`config.mk`:
```
export PLATFORM = sky130hd
export DESIGN_NAME = hpram_arbiter
export DESIGN_NICKNAME = d
export VERILOG_FILES = /design/src/rtl/hpram_pkg.sv /design/src/rtl/hpram_rr_pick.sv /design/src/rtl/hpram_arbiter.sv
export SDC_FILE = /design/constraint.sdc
export NUM_CORES = 1
export LEC_CHECK = 0
export ABC_CLOCK_PERIOD_IN_PS = 3450
export BUFFER_PORTS_ARGS = -buffer_cell sky130_fd_sc_hd__buf_2
export CAP_MARGIN = 20
export CORE_ASPECT_RATIO = 0.8
export CORE_MARGIN = 2
export CORE_UTILIZATION = 40
export DETAILED_ROUTE_END_ITERATION = 10
export GPL_ROUTABILITY_DRIVEN = 0
export PLACE_DENSITY_LB_ADDON = 0.15
export SKIP_LAST_GASP = 1
export SLEW_MARGIN = 0
export SYNTH_ARGS = -nofsm -noshare
export SYNTH_HDL_FRONTEND = slang
export SYNTH_SLANG_ARGS = --single-unit
```
`constraint.sdc`:
```
create_clock -name clk -period 3.45 [get_ports clk]
set_input_delay 0.345 -clock clk [delete_from_list [all_inputs] [get_ports clk]]
set_output_delay 0.345 -clock clk [all_outputs]
set_load 0.01 [all_outputs]
```
`src/rtl/hpram_pkg.sv`:
```
// Shared types and constants for the HyperRAM two-port arbiter.
package hpram_pkg;

    typedef enum logic [2:0] {
        WAIT_INIT = 3'd0,
        IDLE      = 3'd1,
        WRITE     = 3'd2,
        READ      = 3'd3,
        GAP       = 3'd4
    } state_e;

    localparam logic CMD_WR = 1'b1;
    localparam logic CMD_RD = 1'b0;

    localparam int BURST_BEATS_DEF = 4;

endpackage

```
`src/rtl/hpram_rr_pick.sv`:
```
// Two-way round-robin picker: combinational pick plus the last-served pointer.
module hpram_rr_pick (
    input  logic       clk,
    input  logic       rst_n,
    input  logic [1:0] req,
    input  logic       advance,
    output logic       pick
);

    logic last_q;
    logic last_d;

    always_comb begin
        // On a tie the port not served last wins; otherwise the lone requester.
        if (req == 2'b11) begin
            pick = ~last_q;
        end else begin
            pick = req[1] & ~req[0];
        end
        last_d = advance ? pick : last_q;
    end

    always_ff @(posedge clk or negedge rst_n) begin
        if (!rst_n) begin
            last_q <= 1'b1;
        end else begin
            last_q <= last_d;
        end
    end

endmodule

```
`src/rtl/hpram_arbiter.sv`:
```
// Round-robin arbiter serialising fixed-length bursts from two requesters
// onto the HyperRAM user port, with write-beat sequencing and read steering.
module hpram_arbiter
    import hpram_pkg::*;
#(
    parameter int ADDR_WIDTH  = 22,
    parameter int DQ_WIDTH    = 8,
    parameter int MASK_WIDTH  = 4,
    parameter int BURST_BEATS = BURST_BEATS_DEF,
    parameter int CMD_GAP     = 8,
    parameter int RD_TIMEOUT  = 255
) (
    input  logic                    clk,
    input  logic                    rst_n,
    input  logic                    init_calib,
    input  logic [1:0]              req,
    input  logic [1:0]              req_we,
    input  logic [2*ADDR_WIDTH-1:0] req_addr,
    input  logic [8*DQ_WIDTH-1:0]   wdata,
    input  logic [2*MASK_WIDTH-1:0] wmask,
    output logic [1:0]              gnt,
    output logic [1:0]              wd_adv,
    output logic [4*DQ_WIDTH-1:0]   rdata,
    output logic [1:0]              rvalid,
    output logic                    busy,
    output logic                    error,
    output logic                    cmd,
    output logic                    cmd_en,
    output logic [ADDR_WIDTH-1:0]   addr,
    output logic [4*DQ_WIDTH-1:0]   wr_data,
    output logic [MASK_WIDTH-1:0]   data_mask,
    input  logic [4*DQ_WIDTH-1:0]   rd_data,
    input  logic                    rd_data_valid,
    output state_e                  state_dbg
);

    localparam int DW = 4 * DQ_WIDTH;
    localparam int BW = $clog2(BURST_BEATS + 1);
    localparam int TW = $clog2(RD_TIMEOUT + 1);
    localparam logic [BW-1:0] LAST_BEAT = BW'(BURST_BEATS - 1);

    state_e                  state_q, state_d;
    logic                    owner_q, owner_d;
    logic [ADDR_WIDTH-1:0]   addr_q, addr_d;
    logic [BW-1:0]           beat_q, beat_d;
    logic [7:0]              gap_q, gap_d;
    logic [TW-1:0]           to_q, to_d;
    logic [1:0]              gnt_q, gnt_d;
    logic                    cmd_en_q, cmd_en_d;
    logic                    cmd_q, cmd_d;
    logic [1:0]              rvalid_q, rvalid_d;
    logic [DW-1:0]           rdata_q, rdata_d;
    logic                    error_q, error_d;
    logic                    busy_q, busy_d;

    logic       pick;
    logic       grant;
    logic [1:0] owner_mask;
    logic       gap_last;
    logic       read_done;

    hpram_rr_pick u_pick (
        .clk     (clk),
        .rst_n   (rst_n),
        .req     (req),
        .advance (grant),
        .pick    (pick)
    );

    assign owner_mask = owner_q ? 2'b10 : 2'b01;
    assign gap_last   = (CMD_GAP == 0) || (gap_q >= 8'(CMD_GAP - 1));
    assign read_done  = rd_data_valid && (beat_q == LAST_BEAT);

    always_comb begin
        state_d  = state_q;
        owner_d  = owner_q;
        addr_d   = addr_q;
        beat_d   = beat_q;
        gap_d    = gap_q;
        to_d     = to_q;
        gnt_d    = 2'b00;
        cmd_en_d = 1'b0;
        cmd_d    = cmd_q;
        rvalid_d = 2'b00;
        rdata_d  = rd_data_valid ? rd_data : rdata_q;
        error_d  = error_q;
        grant    = 1'b0;

        case (state_q)
            WAIT_INIT: begin
                if (init_calib) state_d = IDLE;
            end
            IDLE: begin
                if (|req) begin
                    grant    = 1'b1;
                    owner_d  = pick;
                    addr_d   = pick ? req_addr[2*ADDR_WIDTH-1:ADDR_WIDTH] : req_addr[ADDR_WIDTH-1:0];
                    state_d  = req_we[pick] ? WRITE : READ;
                    cmd_d    = req_we[pick] ? CMD_WR : CMD_RD;
                    gnt_d    = pick ? 2'b10 : 2'b01;
                    cmd_en_d = 1'b1;
                    beat_d   = '0;
                    to_d     = '0;
                end
            end
            WRITE: begin
                if (beat_q == LAST_BEAT) begin
                    state_d = GAP;
                    gap_d   = '0;
                end else begin
                    beat_d = beat_q + BW'(1);
                end
            end
            READ: begin
                if (to_q != TW'(RD_TIMEOUT)) to_d = to_q + TW'(1);
                if (rd_data_valid) begin
                    rvalid_d = owner_mask;
                    if (!read_done) beat_d = beat_q + BW'(1);
                end
                // A beat completing the burst takes precedence over a timeout in the same cycle.
                if (read_done) begin
                    state_d = GAP;
                    gap_d   = '0;
                end else if (to_q >= TW'(RD_TIMEOUT - 1)) begin
                    error_d = 1'b1;
                    state_d = GAP;
                    gap_d   = '0;
                end
            end
            GAP: begin
                if (gap_last) begin
                    state_d = IDLE;
                end else if (gap_q != 8'hFF) begin
                    gap_d = gap_q + 8'd1;
                end
            end
            default: state_d = WAIT_INIT;
        endcase

        if (rd_data_valid && (state_q != READ)) error_d = 1'b1;

        // Losing calibration aborts everything in flight without a grant or beat.
        if (!init_calib) begin
            state_d  = WAIT_INIT;
            gnt_d    = 2'b00;
            cmd_en_d = 1'b0;
            rvalid_d = 2'b00;
            grant    = 1'b0;
        end

        busy_d = (state_d != IDLE);
    end

    always_ff @(posedge clk or negedge rst_n) begin
        if (!rst_n) begin
            state_q  <= WAIT_INIT;
            owner_q  <= 1'b0;
            addr_q   <= '0;
            beat_q   <= '0;
            gap_q    <= '0;
            to_q     <= '0;
            gnt_q    <= 2'b00;
            cmd_en_q <= 1'b0;
            cmd_q    <= 1'b0;
            rvalid_q <= 2'b00;
            rdata_q  <= '0;
            error_q  <= 1'b0;
            busy_q   <= 1'b0;
        end else begin
            state_q  <= state_d;
            owner_q  <= owner_d;
            addr_q   <= addr_d;
            beat_q   <= beat_d;
            gap_q    <= gap_d;
            to_q     <= to_d;
            gnt_q    <= gnt_d;
            cmd_en_q <= cmd_en_d;
            cmd_q    <= cmd_d;
            rvalid_q <= rvalid_d;
            rdata_q  <= rdata_d;
            error_q  <= error_d;
            busy_q   <= busy_d;
        end
    end

    assign gnt       = gnt_q;
    assign cmd_en    = cmd_en_q;
    assign cmd       = cmd_q;
    assign addr      = addr_q;
    assign rvalid    = rvalid_q;
    assign rdata     = rdata_q;
    assign error     = error_q;
    assign busy      = busy_q;
    assign state_dbg = state_q;
    assign wd_adv    = (state_q == WRITE) ? owner_mask : 2'b00;
    assign wr_data   = (state_q != WRITE) ? '0 :
                       owner_q ? wdata[2*DW-1:DW] : wdata[DW-1:0];
    assign data_mask = (state_q != WRITE) ? '0 :
                       owner_q ? wmask[2*MASK_WIDTH-1:MASK_WIDTH] : wmask[MASK_WIDTH-1:0];

endmodule
```
[Word-level counts from Yosys, hierarchy flattened]
Cells that the tools add are included.
W data, S select, Z words.
Storage, ports and cells
  logic and storage cells: 105
  bits in registers: 86
  output and inout bits: 103
Cells by class
  bitwise logic cells: 3
  $lt $le $gt $ge: 3
  mux-type cells: 47
  reduce and logical (&&, ||, !) cells: 14
  equality and inequality tests: 21
  $add $sub $neg: 3
Operators by type and width (count)
  $mux W32: 2
  $mux W8: 7
  $mux W3: 10
  $pmux W8 S3: 1
  $mux W22: 1
  $mux W2: 9
  $add A8 B1 Y8 const B: 2
  $ne A2 B2 Y1 const B: 8
  $ne A8 B8 Y1 const B: 2
  $pmux W8 S2: 1
  $pmux W3 S5: 1
  $mux W1: 12
  $reduce_and A5 Y1: 2
  $eq A3 B2 Y1 const B: 3
  $pmux W3 S3: 1
  $ge A8 B3 Y1 const B: 1
  $ge A8 B8 Y1 const B: 1
  $mux W4: 2
  $ne A3 B2 Y1 const B: 2
  $reduce_and A3 Y1: 2
  $reduce_bool A2 Y1: 3
  $reduce_bool A3 Y1: 2
  $add A3 B1 Y3 const B: 1
  $eq A3 B1 Y1 const B: 1
  other kinds (12): 14

[Longest topological paths before layout]
Gate-level depths: netlist (run 1).
  depth in word-level cells: 10
  mapped depth: 8

[By module]
A second synthesis (run 1) with hierarchy kept.
Unflattened totals
  cells, all modules: 388
  area total of the unflattened synthesis: 4237.8 µm²
Modules (own cells, without submodules)
  hpram_arbiter: instances 1, cells each 385, area each 4185.3 µm²
  hpram_rr_pick: instances 1, cells each 3, area each 52.6 µm²

[Worst setup path before layout (run 1)]
No wires, ideal clock.
  path kind: flip-flop to output port
  start point: reg state_q[2], in the netlist state_dbg[2]
  end point: out wr_data[16]
  arrival time: 1.637 ns
  stages on the path, launching flop included: 7
  required time: 3.105 ns
  setup slack: 1.468 ns
  cells stage by stage: dfrtp_1 -> buf_6 -> nand2b_1 -> or2_2 -> clkbuf_1 -> clkbuf_1 -> nor2_1
On the way
  cells in the longest elaborated chain, start to end: 2
RTL lines
  from (decl): RTL line hpram_arbiter.sv:42  | state_e state_q, state_d;
  from (signal assigned): RTL line hpram_arbiter.sv:170  | state_q <= state_d;
  $ne A3 B2 Y1: RTL line hpram_arbiter.sv:196  | assign wr_data = (state_q != WRITE) ? '0 :
  $mux W32: RTL line hpram_arbiter.sv:196
  to (decl): RTL line hpram_arbiter.sv:30  | output logic [4*DQ_WIDTH-1:0] wr_data,
Every way passes these cells.

[Worst setup path in the final report (run 1)]
  start point: reg state_q[2], in the netlist state_dbg[2]
  end point: out wr_data[2]
The elaborated chain is that of the path after synthesis.

==> summary.md, run 1 <==
| Metric | Value |
|---|---|
| Status | `completed` |
| # port buffers | `258` |
| HP Class | `in -> reg` |
| CTS tree | `yes` |
| Startpoint Class | `flip-flop` |
| Commonest non-fill, non-tap cell in the layout | `buf_2` |
| Final clock skew | `8.65 ps` |
| Chip Width | `120 microns` |
| Cts bufs inserted | `9` |
| Skew-Pair Late Insertion Delay | `340 ps` |
| Overall Global Routing Usage | `19.5%` |
| Crit-path slowest cell | `or2_2` |
| Rel. slew slack | `30.5%` |
| Slew Viols, Final | `0` |
| Gate Count Post-Synth | `401` |
| Final Hold Viols | `0` |
| Max-Cap Viols | `0` |
| Remaining global-route overflow | `0` |
| Crit path max fanout | `39` |
| Delay of the slowest critical-path stage | `600 ps` |
| Fmax | `0.412 GHz` |
| Setup violators final | `0` |
| Starting Density | `41.5%` |
| VDD IR max | `0.000270 V` |
| Number of global-route vias before repair | `3956` |
| Post-placement setup slack | `1230 ps` |
| Via density | `4.85` |
| Drt pass-1 iters | `4` |
| Post-Route Setup TNS | `0 ps` |
| Synth Cell Area | `4300 sq um` |
| Crit end category | `primary output` |
| Via count | `3845` |
| Synth area leader | `dfrtp_1` |
| Yosys reg bits | `86` |
| Top cells by area, synth | `dfrtp_1, mux2i_1, mux2_2, nor2_1, o21ai_0` |
| # rows | `33` |
| Initial drt markers | `97` |
| Synth Flop Type | `dfrtp_1` |
| Highest-count cells in the layout ignoring fill and taps | `buf_2, dfrtp_1, mux2i_1` |
| Crit path cell chain | `nand2b_1, or2_2, nor2_1, buf_2` |
| Yosys top cell area share | `49.5%` |
| HPWL after DPL | `8790 microns` |
| Clk sinks | `86` |
| Clock slew at reported path FFs | `70 ps` |
| RSZ-0062 raised after global routing | `no` |
| Final WS setup | `1020 ps` |
| Ys async rst share | `100%` |
| Finished Layout Cells | `793` |
| Drt wl/cell | `14.6 microns` |
| EDFF count, synth | `0` |
| Complex-gate fraction of the synthesized area | `9.02%` |
| Netlist cell types | `45` |
| Post-cts gate resize count | `0` |
| Largest family of logic cells by synthesized area | `multiplexers` |
| DRT Wirelength | `11600 microns` |
| Antenna viol nets, final | `0` |
| Clock Tree Buf Depth | `2` |
| P&R area growth vs syn | `39.7%` |
| Pin count of the biggest net entering global routing | `87` |
| Post-synthesis mux area share | `22.6%` |
| First-pass GRT wire length | `18300 microns` |
| Critical path class | `reg -> out` |
| Diode count | `0` |
| Seq/Total Area, Yosys | `50.1%` |
| Die Span Y | `96.7 microns` |
| Placed Cells | `775` |
| WP data required | `3110 ps` |
| Worst EP arrival | `2080 ps` |
| Ys Warns | `0` |
| Final Cycle Share | `70.4%` |
| Layout cells sized above 1 | `49.5%` |
| # DRC | `0` |
| Worst-margin pin slew | `1040 ps` |
| Initial antenna violation count | `0` |
| Synth Area in Simple Gates | `12.3%` |
| Htree depth | `3` |
| Io pins | `259` |
| Synth Area in Adders | `1.45%` |
| Synthesized Nets | `562` |
| Final #Nets | `809` |
| Syn avg cell area | `10.7 sq um` |
| Pwr Density | `554 nW/um^2` |
| Clock root cell | `clkbuf_16` |
| Synth Area in XOR/XNOR | `0.815%` |
| Die area | `11600 sq um` |
| Core box area | `10400 sq um` |
| Final Critical Period | `2430 ps` |
| Leakage | `3.18 nW` |
-- power breakdown --
group          internal [mW]  switching (mW)  total (mW)
registers               1.20           0.210        1.42
logic                  0.496           0.492       0.988
clock network          0.533           0.392       0.925
total                   2.23            1.09        3.33
-- per-stage QoR --
stage | util, % | hold slack, ps | instance area, sq um | total power, mW
CTS | 57.6 | 223 | 5970 | 3.37
floorplan | - | 49.4 | 4300 | 1.99
detailed placement | 54.8 | 470 | 5680 | 2.43
finish | 58.0 | 239 | 6010 | 3.33
global route | 58.0 | 221 | 6010 | 3.54
global placement | 54.8 | 463 | 5680 | 2.39
-- flip-flops by register name, summed over array words and instances (netlist names) --
register and cells:
owner_q 1, busy 1, beat_q 3, cmd_en 1, u_pick.last_q 1, addr 22, error 1, cmd 1
rdata 32, state_dbg 3, gap_q 8, to_q 8, rvalid 2, gnt 2
-- final timing paths --
check	from	to	slack (ps)	cells after the start
setup / recovery	state_dbg[2]$_DFF_PN0_	wr_data[2]	1020	4
hold / removal	rd_data[5]	rdata[5]$_DFFE_PN0P_	240	2
setup reg to reg	state_dbg[0]$_DFF_PN0_	to_q[7]$_DFFE_PN0P_	1230	5
hold reg to reg	addr[12]$_DFFE_PN0P_	addr[12]$_DFFE_PN0P_	480	2
max in group asynchronous	rst_n	u_pick.last_q$_DFFE_PN1P_	2310	3
min in group asynchronous	rst_n	busy$_DFF_PN0_	490	2
-- logic make-up (layout without fill, tap and decap cells) --
| kind of cell | count (synthesis) | after routing |
|---|---|---|
| buffers and inverters | 34 | 286 |
| adder cells (fa/ha/maj) | 5 | 5 |
| flip-flops | 86 | 86 |
| multiplexers | 93 | 93 |
| XOR/XNOR | 4 | 4 |
| AND/OR/NAND/NOR | 116 | 116 |
| AO/OA/AOI/OAI | 63 | 63 |
-- worst max-delay path: cells and delay by family, from the launching register on --
family	cells	cell delay, ps
DFF	1	500
and+or+nand+nor	3	1090
buffers and inverters	1	150
-- layout make-up --
class	count	area, sq um
fillers	961	4360
flip-flops and latches	86	2150
multi-input cells	281	2010
repair buffers	262	1350
clock buffers	11	253
well taps	140	175
clock inverters	5	38.8
inverters	8	30.0
-- what timing repair did --
item	in CTS	in global routing
buffers inserted	0	0
hold buffers	0	1
endpoints found under the hold margin	0	30
-- cell usage after synthesis (all sizes together), types with 2 or more instances --
cell,number
a21oi,9
a31oi,3
a41oi,2
and2,3
and3,3
buf,9
clkbuf,17
dfrtp,85
ha,5
inv,8
mux2,33
mux2i,60
nand2,31
nand3,5
nand4,3
nor2,57
nor3,3
o211ai,2
o21a,3
o21ai,31
o31ai,5
or2,3
or4,2
xnor2,4
-- metal layers --
layer,track usage [%],part of all wire [%]
met5,0,0
met4,5.43,0.97
met3,5.07,5.2
met2,35.0,51
met1,22.9,43
(Power assumes the default switching activity.)
==> inputs of run 2 (changes only) <==
--- a/config.mk
+++ b/config.mk
@@ -5,12 +5,12 @@
 export SDC_FILE = /design/constraint.sdc
 export NUM_CORES = 1
 export LEC_CHECK = 0
-export ABC_CLOCK_PERIOD_IN_PS = 3450
+export ABC_CLOCK_PERIOD_IN_PS = 2180
 export BUFFER_PORTS_ARGS = -buffer_cell sky130_fd_sc_hd__buf_2
 export CAP_MARGIN = 20
 export CORE_ASPECT_RATIO = 0.8
 export CORE_MARGIN = 2
-export CORE_UTILIZATION = 40
+export CORE_UTILIZATION = 39
 export DETAILED_ROUTE_END_ITERATION = 10
 export GPL_ROUTABILITY_DRIVEN = 0
 export PLACE_DENSITY_LB_ADDON = 0.15
==> constraint.sdc (replaced) <==
create_clock -name clk -period 2.18 [get_ports clk]
set_input_delay 0.218 -clock clk [delete_from_list [all_inputs] [get_ports clk]]
set_output_delay 0.218 -clock clk [all_outputs]
set_load 0.01 [all_outputs]
==> summary.md, run 2 (synthesized netlist as in run 1, its figures left out) <==
| Metric | Value |
|---|---|
| Crit end category | `primary output` |
| Antenna viol nets, final | `0` |
| Met3 Routed Length | `688 microns` |
| Placed Cells | `788` |
| R2r endpoint | `gap_q[2]$_DFFE_PN0P_` |
| # port buffers | `258` |
| Cts bufs inserted | `9` |
| Finished Cell Area | `6070 sq um` |
| Slew Viols, Final | `0` |
| Initial antenna violation count | `0` |
| Crit path max fanout | `39` |
| Final Critical Period | `2070 ps` |
| # DRC | `0` |
| Pin count of the biggest net entering global routing | `47` |
| Largest register FFs | `32` |
| Drt pass-1 iters | `4` |
| DRT Wirelength | `11500 microns` |
| Diode count | `0` |
| Skew-Pair Late Insertion Delay | `340 ps` |
| Commonest non-fill, non-tap cell in the layout | `buf_2` |
| R2r startpoint | `state_dbg[2]$_DFF_PN0_` |
| Crit path cell chain | `nand2b_1, or2_4, nor2_1, buf_2` |
| Clock Tree Buf Depth | `2` |
| DR top layer | `met4` |
| Overall Global Routing Usage | `19.0%` |
| Die area | `11900 sq um` |
| Logic pwr share | `31.4%` |
| Hold_sp | `rd_data[29]` |
| Htree depth | `3` |
| Crit-path slowest cell | `dfrtp_1` |
| WP data required | `1960 ps` |
| Via count | `3847` |
| Leakage | `3.22 nW` |
| Worst reg-to-reg path cell count | `5` |
| Worst R2R Setup Slack | `140 ps` |
| Clk sinks | `86` |
| CTS tree | `yes` |
| Worst EP arrival | `1850 ps` |
| # rows | `34` |
| Status | `completed` |
| Int Pwr | `3.62 mW` |
| Drt wl/cell | `14.3 microns` |
| Met2 wire len | `5640 microns` |
| First-pass GRT wire length | `18000 microns` |
| Highest-count cells in the layout ignoring fill and taps | `buf_2, dfrtp_1, mux2i_1` |
| Sw Pwr | `1.74 mW` |
| Rel. slew slack | `60.6%` |
| Finished Layout Cells | `804` |
| VDD IR max | `0.000441 V` |
| HPWL after DPL | `9060 microns` |
| Delay of the slowest critical-path stage | `500 ps` |
| Clock root cell | `clkbuf_16` |
| Worst-margin pin slew | `591 ps` |
| Max-Cap Viols | `0` |
| Fmax | `0.484 GHz` |
| Layout cells sized above 1 | `50.0%` |
| M1 WL | `5040 microns` |
| Chip Width | `121 microns` |
| Number of global-route vias before repair | `3750` |
| Die Span Y | `97.9 microns` |
| Critical path class | `reg -> out` |
| P&R area growth vs syn | `41.1%` |
| Pwr Density | `882 nW/um^2` |
| Final clock skew | `5.95 ps` |
| Remaining global-route overflow | `0` |
| CP delay by family, top | `simple AND/OR/NAND/NOR gates` |
| Worst Hold Depth | `2` |
| WHS | `110 ps` |
| # Post-CTS Setup Buffers | `0` |
| Final #Nets | `817` |
| Starting Density | `39.8%` |
| Clock slew at reported path FFs | `60 ps` |
| Worst Hold Path EP | `rdata[29]$_DFFE_PN0P_` |
| Setup violators final | `0` |
| Sw frac | `32.4%` |
| Final Hold Viols | `0` |
| Area post-placement | `5760 sq um` |
| Part of the power in registers | `40.3%` |
| Startpoint Class | `flip-flop` |
| Fin util | `56.1%` |
| RSZ-0062 raised after global routing | `yes` |
| Core box area | `10800 sq um` |
| Final Cycle Share | `94.8%` |
| Via density | `4.78` |
| HP Class | `in -> reg` |
| Clock share of power | `28.3%` |
| Io pins | `259` |
| CP Buf/Inv Count | `1` |
| Initial drt markers | `172` |
[run 2: worst max path at each step]
stage / cells past startpoint / to / slack, ps / from
floorplan: 7 / gap_q[5]$_DFFE_PN0P_ / 310 / state_dbg[1]$_DFF_PN0_
global placement: 5 / gap_q[5]$_DFFE_PN0P_ / 230 / state_dbg[2]$_DFF_PN0_
detailed placement: 5 / gap_q[2]$_DFFE_PN0P_ / 160 / state_dbg[2]$_DFF_PN0_
CTS: 4 / wr_data[24] / 100 / state_dbg[2]$_DFF_PN0_
global route: 4 / wr_data[31] / -20 / state_dbg[2]$_DFF_PN0_
finish: 4 / wr_data[24] / 110 / state_dbg[2]$_DFF_PN0_
[run 2: routing by layer]
metal  vias up  GRT usage [%]
met1      1800           24.7
met4         0           5.31
li1       1914              -
met5         -              0
met3        16           5.32
met2       117           31.2
[run 2: through the flow]
step	setup TNS [ps]	worst slack (ps)	total power, mW
4_1_cts	0	104	5.43
5_1_grt	-33.9	-16.2	5.69
3_5_place_dp	0	159	3.88
6_report	0	112	5.35
3_3_place_gp	0	231	3.83
2_1_floorplan	0	307	3.15
[run 2: final cells by class]
type,count,area (sq um)
clock buffer,9,225
sequential,86,2150
fill,999,4740
inverter,8,30.0
tap,144,180
clock inverter,6,71.3
multi-input combinational,281,2010
timing repair buffer,270,1400
[run 2: worst reg2reg max path: stages, from the launching register on]
cell and delay (ps):
dfrtp_1 540, or3b_4 460, nor4_4 350, a221o_2 240
and2_1 250, nor2_1 80
[run 2: power by group through the flow]
stage | logic (mW) | clock network, mW | registers [mW]
after floorplan | 0.932 | 0 | 2.22
after global placement | 1.67 | 0 | 2.17
after detailed placement | 1.70 | 0 | 2.18
after CTS | 1.71 | 1.56 | 2.16
after global routing | 1.86 | 1.63 | 2.20
final | 1.68 | 1.51 | 2.16
[run 2: repair_timing]
action | 4_1_cts | 5_1_grt
hold buffers | 1 | 0
setup endpoints to repair | 38 | 4
hold endpoints to repair | 42 | 0
resized for setup | 1 | 0
